**config.mk**
```make
export PLATFORM = sky130hd
export DESIGN_NAME = mem_access
export DESIGN_NICKNAME = d
export VERILOG_FILES = /design/src/rtl/mem_access.sv
export SDC_FILE = /design/constraint.sdc
export NUM_CORES = 1
export LEC_CHECK = 0
export CAP_MARGIN = 10
export CORE_MARGIN = 3
export CORE_UTILIZATION = 44
export DETAILED_ROUTE_END_ITERATION = 6
export PLACE_DENSITY = 0.83
export SLEW_MARGIN = 20
export SYNTH_ARGS = -nofsm -noshare
export SYNTH_HDL_FRONTEND = slang
export SYNTH_SLANG_ARGS = --single-unit
```
**constraint.sdc**
```tcl
create_clock -name CLK -period 13.4 [get_ports CLK]
set_input_delay 2.68 -clock CLK [delete_from_list [all_inputs] [get_ports CLK]]
set_output_delay 2.68 -clock CLK [all_outputs]
set_load 0.05 [all_outputs]
```
**src/rtl/mem_access.sv**
```systemverilog
// mem_access: MEM pipeline stage driving an AHB-lite data port and producing the MEM_WB bundle.
// Optional macro MISALIGN_TRAP_EN traps misaligned halfword/word accesses instead of aligning them.
module mem_access #(
    parameter int unsigned TIMEOUT_CYC = 255
) (
    input  logic        CLK,
    input  logic        RES,
    input  logic [31:0] EX_MEM_pc,
    input  logic [31:0] EX_MEM_inst,
    input  logic [31:0] EX_MEM_alu,
    input  logic [31:0] EX_MEM_rs2,
    input  logic [4:0]  EX_MEM_rd,
    input  logic        EX_MEM_is_load,
    input  logic        EX_MEM_is_store,
    output logic [31:0] HADDR_D,
    output logic [1:0]  HTRANS_D,
    output logic        HWRITE_D,
    output logic [2:0]  HSIZE_D,
    output logic [31:0] HWDATA_D,
    input  logic [31:0] HRDATA_D,
    input  logic        HREADY_D,
    input  logic        HRESP_D,
    output logic [31:0] MEM_WB_pc,
    output logic [31:0] MEM_WB_inst,
    output logic [4:0]  MEM_WB_rd,
    output logic [31:0] MEM_WB_wdata,
    output logic        MEM_WB_we,
    output logic        mem_stall,
    output logic        mem_err
);

    localparam logic [9:0] TO_LAST   = 10'(TIMEOUT_CYC - 1);
    localparam logic [1:0] HT_IDLE   = 2'b00;
    localparam logic [1:0] HT_NONSEQ = 2'b10;

    typedef enum logic {ST_IDLE = 1'b0, ST_DATA = 1'b1} state_t;

    function automatic logic writes_rd(input logic [6:0] op);
        case (op)
            7'b0110111, 7'b0010111, 7'b1101111, 7'b1100111,
            7'b0010011, 7'b0110011, 7'b0000011: writes_rd = 1'b1;
            default:                            writes_rd = 1'b0;
        endcase
    endfunction

    function automatic logic [31:0] load_extract(input logic [31:0] rdata, input logic [1:0] lo,
                                                 input logic [2:0] f3);
        logic [31:0] lane;
        lane = rdata >> {lo, 3'b000};
        case (f3)
            3'b000:  load_extract = {{24{lane[7]}}, lane[7:0]};
            3'b001:  load_extract = {{16{lane[15]}}, lane[15:0]};
            3'b100:  load_extract = {24'd0, lane[7:0]};
            3'b101:  load_extract = {16'd0, lane[15:0]};
            default: load_extract = lane;
        endcase
    endfunction

    function automatic logic [31:0] store_lanes(input logic [31:0] d, input logic [1:0] sz);
        case (sz)
            2'b00:   store_lanes = {4{d[7:0]}};
            2'b01:   store_lanes = {2{d[15:0]}};
            default: store_lanes = d;
        endcase
    endfunction

    state_t      state_q, state_d;
    logic [31:0] inst_q, inst_d, pc_q, pc_d, alu_q, alu_d, rs2_q, rs2_d;
    logic [4:0]  rd_q, rd_d;
    logic [2:0]  f3_q, f3_d;
    logic        ld_q, ld_d;
    logic [9:0]  wcnt_q, wcnt_d;
    logic [31:0] wb_pc_q, wb_pc_d, wb_inst_q, wb_inst_d, wb_wdata_q, wb_wdata_d;
    logic [4:0]  wb_rd_q, wb_rd_d;
    logic        wb_we_q, wb_we_d, err_q, err_d;
    logic        access_s, trap_s, issue_s, timeout_s;
    logic [31:0] addr_s;

    // Access decode: alignment handling and the abort condition for a stuck data phase
    always_comb begin
        access_s = (EX_MEM_is_load | EX_MEM_is_store) && (EX_MEM_inst != 32'd0);
`ifdef MISALIGN_TRAP_EN
        addr_s = EX_MEM_alu;
        case (EX_MEM_inst[13:12])
            2'b01:   trap_s = access_s & EX_MEM_alu[0];
            2'b10:   trap_s = access_s & (EX_MEM_alu[1:0] != 2'b00);
            default: trap_s = 1'b0;
        endcase
`else
        trap_s = 1'b0;
        case (EX_MEM_inst[13:12])
            2'b01:   addr_s = {EX_MEM_alu[31:1], 1'b0};
            2'b10:   addr_s = {EX_MEM_alu[31:2], 2'b00};
            default: addr_s = EX_MEM_alu;
        endcase
`endif
        issue_s   = (state_q == ST_IDLE) && access_s && !trap_s;
        timeout_s = (state_q == ST_DATA) && !HREADY_D && (wcnt_q >= TO_LAST);
    end

    // Bus and stall outputs; forced idle while reset is held so a live transfer is dropped at once
    always_comb begin
        HTRANS_D  = HT_IDLE;
        HADDR_D   = 32'd0;
        HWRITE_D  = 1'b0;
        HSIZE_D   = 3'b000;
        HWDATA_D  = 32'd0;
        mem_stall = 1'b0;
        if (RES) begin
            mem_stall = 1'b0;
        end else if (state_q == ST_DATA) begin
            HWDATA_D  = store_lanes(rs2_q, f3_q[1:0]);
            mem_stall = !HREADY_D && !timeout_s;
        end else if (issue_s) begin
            HTRANS_D  = HT_NONSEQ;
            HADDR_D   = addr_s;
            HWRITE_D  = EX_MEM_is_store;
            HSIZE_D   = {1'b0, EX_MEM_inst[13:12]};
            mem_stall = 1'b1;
        end else begin
            mem_stall = 1'b0;
        end
    end

    // Next-state: transfer sequencing, wait counting and the retire bundle
    always_comb begin
        state_d = state_q;
        inst_d = inst_q; pc_d = pc_q; alu_d = alu_q; rs2_d = rs2_q;
        rd_d = rd_q; f3_d = f3_q; ld_d = ld_q; wcnt_d = wcnt_q;
        wb_pc_d = wb_pc_q; wb_rd_d = wb_rd_q; wb_wdata_d = wb_wdata_q;
        wb_inst_d = 32'd0;
        wb_we_d   = 1'b0;
        err_d     = 1'b0;
        case (state_q)
            ST_IDLE: begin
                if (issue_s) begin
                    if (HREADY_D) begin
                        inst_d = EX_MEM_inst; pc_d = EX_MEM_pc; alu_d = addr_s;
                        rs2_d = EX_MEM_rs2; rd_d = EX_MEM_rd; f3_d = EX_MEM_inst[14:12];
                        ld_d = EX_MEM_is_load; wcnt_d = 10'd0;
                        state_d = ST_DATA;
                    end else begin
                        state_d = ST_IDLE;
                    end
                end else if (trap_s) begin
                    err_d = 1'b1;
                end else begin
                    wb_pc_d   = EX_MEM_pc;
                    wb_inst_d = EX_MEM_inst;
                    wb_rd_d   = EX_MEM_rd;
                    wb_we_d   = (EX_MEM_rd != 5'd0) && writes_rd(EX_MEM_inst[6:0]);
                    if (EX_MEM_inst[6:0] == 7'b1101111 || EX_MEM_inst[6:0] == 7'b1100111) begin
                        wb_wdata_d = EX_MEM_pc + 32'd4;
                    end else begin
                        wb_wdata_d = EX_MEM_alu;
                    end
                end
            end
            ST_DATA: begin
                if (HREADY_D) begin
                    wb_pc_d    = pc_q;
                    wb_inst_d  = inst_q;
                    wb_rd_d    = rd_q;
                    wb_wdata_d = ld_q ? load_extract(HRDATA_D, alu_q[1:0], f3_q) : alu_q;
                    wb_we_d    = !HRESP_D && (rd_q != 5'd0) && writes_rd(inst_q[6:0]);
                    err_d      = HRESP_D;
                    wcnt_d     = 10'd0;
                    state_d    = ST_IDLE;
                end else if (timeout_s) begin
                    wb_pc_d   = pc_q;
                    wb_inst_d = inst_q;
                    wb_rd_d   = rd_q;
                    err_d     = 1'b1;
                    wcnt_d    = 10'd0;
                    state_d   = ST_IDLE;
                end else begin
                    wcnt_d = (wcnt_q == 10'h3FF) ? wcnt_q : wcnt_q + 10'd1;
                end
            end
            default: state_d = ST_IDLE;
        endcase
    end

    // State and output registers
    always_ff @(posedge CLK or posedge RES) begin
        if (RES) begin
            state_q <= ST_IDLE;
            inst_q <= 32'd0; pc_q <= 32'd0; alu_q <= 32'd0; rs2_q <= 32'd0;
            rd_q <= 5'd0; f3_q <= 3'd0; ld_q <= 1'b0; wcnt_q <= 10'd0;
            wb_pc_q <= 32'd0; wb_inst_q <= 32'd0; wb_wdata_q <= 32'd0;
            wb_rd_q <= 5'd0; wb_we_q <= 1'b0; err_q <= 1'b0;
        end else begin
            state_q <= state_d;
            inst_q <= inst_d; pc_q <= pc_d; alu_q <= alu_d; rs2_q <= rs2_d;
            rd_q <= rd_d; f3_q <= f3_d; ld_q <= ld_d; wcnt_q <= wcnt_d;
            wb_pc_q <= wb_pc_d; wb_inst_q <= wb_inst_d; wb_wdata_q <= wb_wdata_d;
            wb_rd_q <= wb_rd_d; wb_we_q <= wb_we_d; err_q <= err_d;
        end
    end

    assign MEM_WB_pc    = wb_pc_q;
    assign MEM_WB_inst  = wb_inst_q;
    assign MEM_WB_rd    = wb_rd_q;
    assign MEM_WB_wdata = wb_wdata_q;
    assign MEM_WB_we    = wb_we_q;
    assign mem_err      = err_q;

endmodule

```
# Word level (Yosys, flattened, before mapping)
# Cells that the tools add are included.
dict set report op_classes {
  n_reduce_logical 23
  order_cmp 1
  n_shift 1
  addsub 2
  muxes 60
  n_eq_ne 27
  n_bitwise 2
}
# cell n
set ops {}
lappend ops {{$mux W32} 15}
lappend ops {{$pmux W32 S2} 4}
lappend ops {{$pmux W32 S4} 1}
lappend ops {{$mux W10} 5}
lappend ops {{$add A32 B3 Y32 const B} 1}
lappend ops {{$reduce_bool A32 Y1} 1}
lappend ops {{$shr A32 B5 Y32} 1}
lappend ops {{$eq A7 B5 Y1 const B} 4}
lappend ops {{$eq A7 B6 Y1 const B} 4}
lappend ops {{$eq A7 B7 Y1 const B} 4}
lappend ops {{$mux W1} 20}
lappend ops {{$pmux W10 S2} 1}
lappend ops {{$mux W5} 3}
lappend ops {{$eq A7 B2 Y1 const B} 2}
lappend ops {{$reduce_or A7 Y1} 2}
lappend ops {{$add A10 B1 Y10 const B} 1}
lappend ops {{$eq A10 B10 Y1 const B} 1}
lappend ops {{$ge A10 B8 Y1 const B} 1}
lappend ops {{$mux W2} 5}
lappend ops {{$pmux W5 S2} 1}
lappend ops {{$reduce_bool A5 Y1} 2}
lappend ops {{$logic_and A1 B1 Y1} 8}
lappend ops {{$ne A2 B2 Y1 const B} 4}
lappend ops {{$eq A3 B3 Y1 const B} 2}
lappend ops {{16 further kinds} 23}
dict set report word_totals {
  elab_cells 131
  ff_bits 251
}

# Longest topological paths before layout
dict set report logic_depth {
  word_depth 8
  ltp_mapped 9
  depth_no_buf 7
}

# Least setup slack after synthesis
# OpenSTA, ideal clock, no wires.
dict set report synth_path {
  kind {input to output}
  from {in RES}
  to {out HADDR_D[18]}
  n_path_buf 1
  path_stages 3
  t_arrival_ns 11.365
  slack_ns -0.645
  cell_sequence {inv_1 -> clkbuf_1 -> and3_1}
}
dict set report synth_between {
  elab_chain_cells 1
}
# item line_no
set synth_lines {}
lappend synth_lines {{from (decl)} 7} ;# input logic RES,
lappend synth_lines {{$mux W32} 109} ;# if (RES) begin
lappend synth_lines {{to (decl)} 15} ;# output logic [31:0] HADDR_D,
# Every way passes these cells.

# Worst setup path after layout
dict set report layout_path {
  from {in RES}
  to {out HADDR_D[10]}
}
# Same word-level chain as after synthesis.

==> metrics.csv <==
stage,metric,value,unit
cts,CTS H-Tree Depth,1,
timing,post-layout min period,8920,ps
route,Via Count,11400,
hold_path,worst min path class,flop to flop,
logic_synthesis,top-area cell type share of the netlist area,0.480,
route,drt via density,6.00,
timing,crit share post-route,0.666,
timing,endpoints failing setup,0,
cts,clock-pin slew of the registers on the worst-case setup and hold paths,60,ps
global_routing,initial antenna violation count,0,
global_routing,vias in the first global route,11400,
floorplan,die area,0.0315,mm^2
route,wire length per cell,22.5,um
floorplan,die width,178,um
place,routability cong.,0.938,
layout,Non-Filler Instances,1903,
floorplan,FP Rows,62,
global_routing,global-route wire length before repair,65700,um
layout,final instance area,0.0176,mm^2
layout,Final Util,0.610,
power_and_ir_drop,total power,3.19,mW
route,residual DRC count,0,
logic_synthesis,"EDFF count, synth",0,
global_routing,global route total overflow,0,
place,Port Buffers,342,
power_and_ir_drop,Lkg Pwr,7.12,nW
logic_synthesis,synthesized area per cell,10.7,um^2
logic_synthesis,Synth cell types,64,
logic_synthesis,largest cells by area after synthesis,"dfrtp_1, mux2_2, mux2i_1",
logic_synthesis,number of synthesized register bits,248,
place,worst slack at placement,4430,ps
critical_path,Critical Path RT,10720,ps
place,DPL Wire Length,30300,um
cts,"Hold-fix buffers, CTS",0,
place,dpl cells,1853,
hold_path,WHS Path Cells,2,
cts,CTS tree,yes,
layout,Area Overhead vs Synth,35.9,%
job,number of max-cap violations,0,
timing,Fin Setup TNS,0,ps
logic_synthesis,Synth Flop Type,dfrtp_1,
layout,number of filler cells placed in the layout,2345,
cts,Num CTS Buffers,28,
logic_synthesis,"Seq/Total Area, Yosys",0.480,
critical_path,Reg2Reg Depth,5,
cts,clock tree sinks,248,
power_and_ir_drop,worst vdd ir,110,uV
timing,Fmax,112,MHz
cts,Root Driver,clkbuf_16,
critical_path,crit path max fanout,102,
logic_synthesis,Gate Count Post-Synth,1213,
route,Final ANT Viol Nets,0,
power_and_ir_drop,PD cells,181,mW/mm^2
floorplan,die height,178,um
timing,RSZ-0062 raised after global routing,no,
timing,Fin. Hold Viols,0,
floorplan,Core Region,0.0289,mm^2
critical_path,WP data arrival,6240,ps
cts,post-CTS setup buffer count,0,
timing,final worst setup slack,4480,ps
layout,"most common cell after layout, fill and taps aside",clkdlybuf4s50_1,
layout,layout cells sized above 1,0.145,
cts,clock buffer depth,3,
timing,clock skew,10.3,ps
global_routing,largest net degree at the start of global routing,103,
critical_path,CP startpoint kind,primary input,
critical_path,critical path class,primary input to primary output,
place,Post-DP Area,0.0166,mm^2
logic_synthesis,asr flop ratio synth,1.00,
timing,Max Slew Vio Count,0,
timing,Worst Max-Slew Pin Slew,1120,ps
floorplan,starting density of the core,0.448,
route,Routed WL,42700,um
timing,Max-slew headroom,0.253,
logic_synthesis,Synth Warn #,0,
layout,Antenna Cells,0,
critical_path,Worst Setup End Kind,primary output,
route,initial DRC count,1137,
floorplan,Ports,345,
global_routing,GRT Util Overall,0.266,
cts,post-CTS sizing,0,
timing,Fin Hold WS,476,ps
cts,Clock Latency Late Sink,540,ps
route,First-pass DRT Iterations,5,
layout,final net count,1676,
logic_synthesis,Post-Syn Area,0.0129,mm^2
outcome,status,"finished, final reports clean",
layout,"commonest cells after routing, fill and taps aside","clkdlybuf4s50_1, dfrtp_1, mux2_2",
logic_synthesis,Synth area leader,dfrtp_1,
[report_power, final]
| part | leakage, nW | switching, mW | total, mW | internal [mW] |
|---|---|---|---|---|
| Combinational | 3.70 | 0.810 | 1.30 | 0.488 |
| Sequential | 2.95 | 0.134 | 1.08 | 0.950 |
| Clock | 0.478 | 0.311 | 0.806 | 0.495 |
[final cells by class]
| type | count | area (um^2) | area share |
|---|---|---|---|
| Timing Repair Buffer | 363 | 3600 | 0.205 |
| Sequential cell | 248 | 6210 | 0.353 |
| Tap cell | 384 | 480 | 0.0273 |
| Clock inverter | 8 | 121 | 0.00690 |
| Clock buffer | 41 | 851 | 0.0484 |
| Inverter | 20 | 82.6 | 0.00469 |
| Multi-Input combinational cell | 839 | 6250 | 0.355 |
[critical path, cell delays in order]
cell and delay [ps]:
clkdlybuf4s50_1 410, buf_4 210, inv_8 450, buf_4 730, buf_4 570, and3_1 240, clkdlybuf4s50_1 800
[cells in the mapped netlist, drive strengths merged (11+ instances only)]
library cell    n
clkbuf         71
nor3           23
a21oi          89
mux2i          88
a211o          11
and2           20
inv            20
nand3          19
nand2          57
a311o          11
buf            35
mux2          133
nor4           15
o221ai         18
a31oi          59
o21ai          36
nand4          12
dfrtp         248
nor2           73
a22o           30
and3           31
[final timing paths]
check,from,endpoint,slack (ps)
max reg2reg,state_q$_DFF_PP0_,rs2_q[8]$_DFFE_PP0P_,9860
min,alu_q[21]$_DFFE_PP0P_,alu_q[21]$_DFFE_PP0P_,480
min reg2reg,alu_q[21]$_DFFE_PP0P_,alu_q[21]$_DFFE_PP0P_,480
max,RES,HADDR_D[10],4480
min in group asynchronous,RES,MEM_WB_pc[7]$_DFFE_PP0P_,2780
max in group asynchronous,RES,inst_q[17]$_DFFE_PP0P_,8680
[flip-flops by register name, summed over array words and instances (netlist names)]
name,flops
mem_err,1
inst_q,32
MEM_WB_we,1
MEM_WB_pc,32
rd_q,5
ld_q,1
MEM_WB_inst,32
rs2_q,32
pc_q,32
MEM_WB_rd,5
wcnt_q,10
alu_q,32
MEM_WB_wdata,32
state_q,1
[per-layer routing]
metal,global-route usage,share of wire
met3,0.0618,0.086
met5,0,0
met2,0.430,0.47
met4,0.0782,0.033
met1,0.357,0.42
[logic make-up after synthesis]
family | share of synthesized area
compound gates | 0.161
xor+xnor | 0.00812
fa+ha+maj | 0.00483
buf+inv | 0.0414
flops | 0.480
mux | 0.189
other cells | 0.000290
simple gates | 0.116
Power figures use the tool's default switching activity.
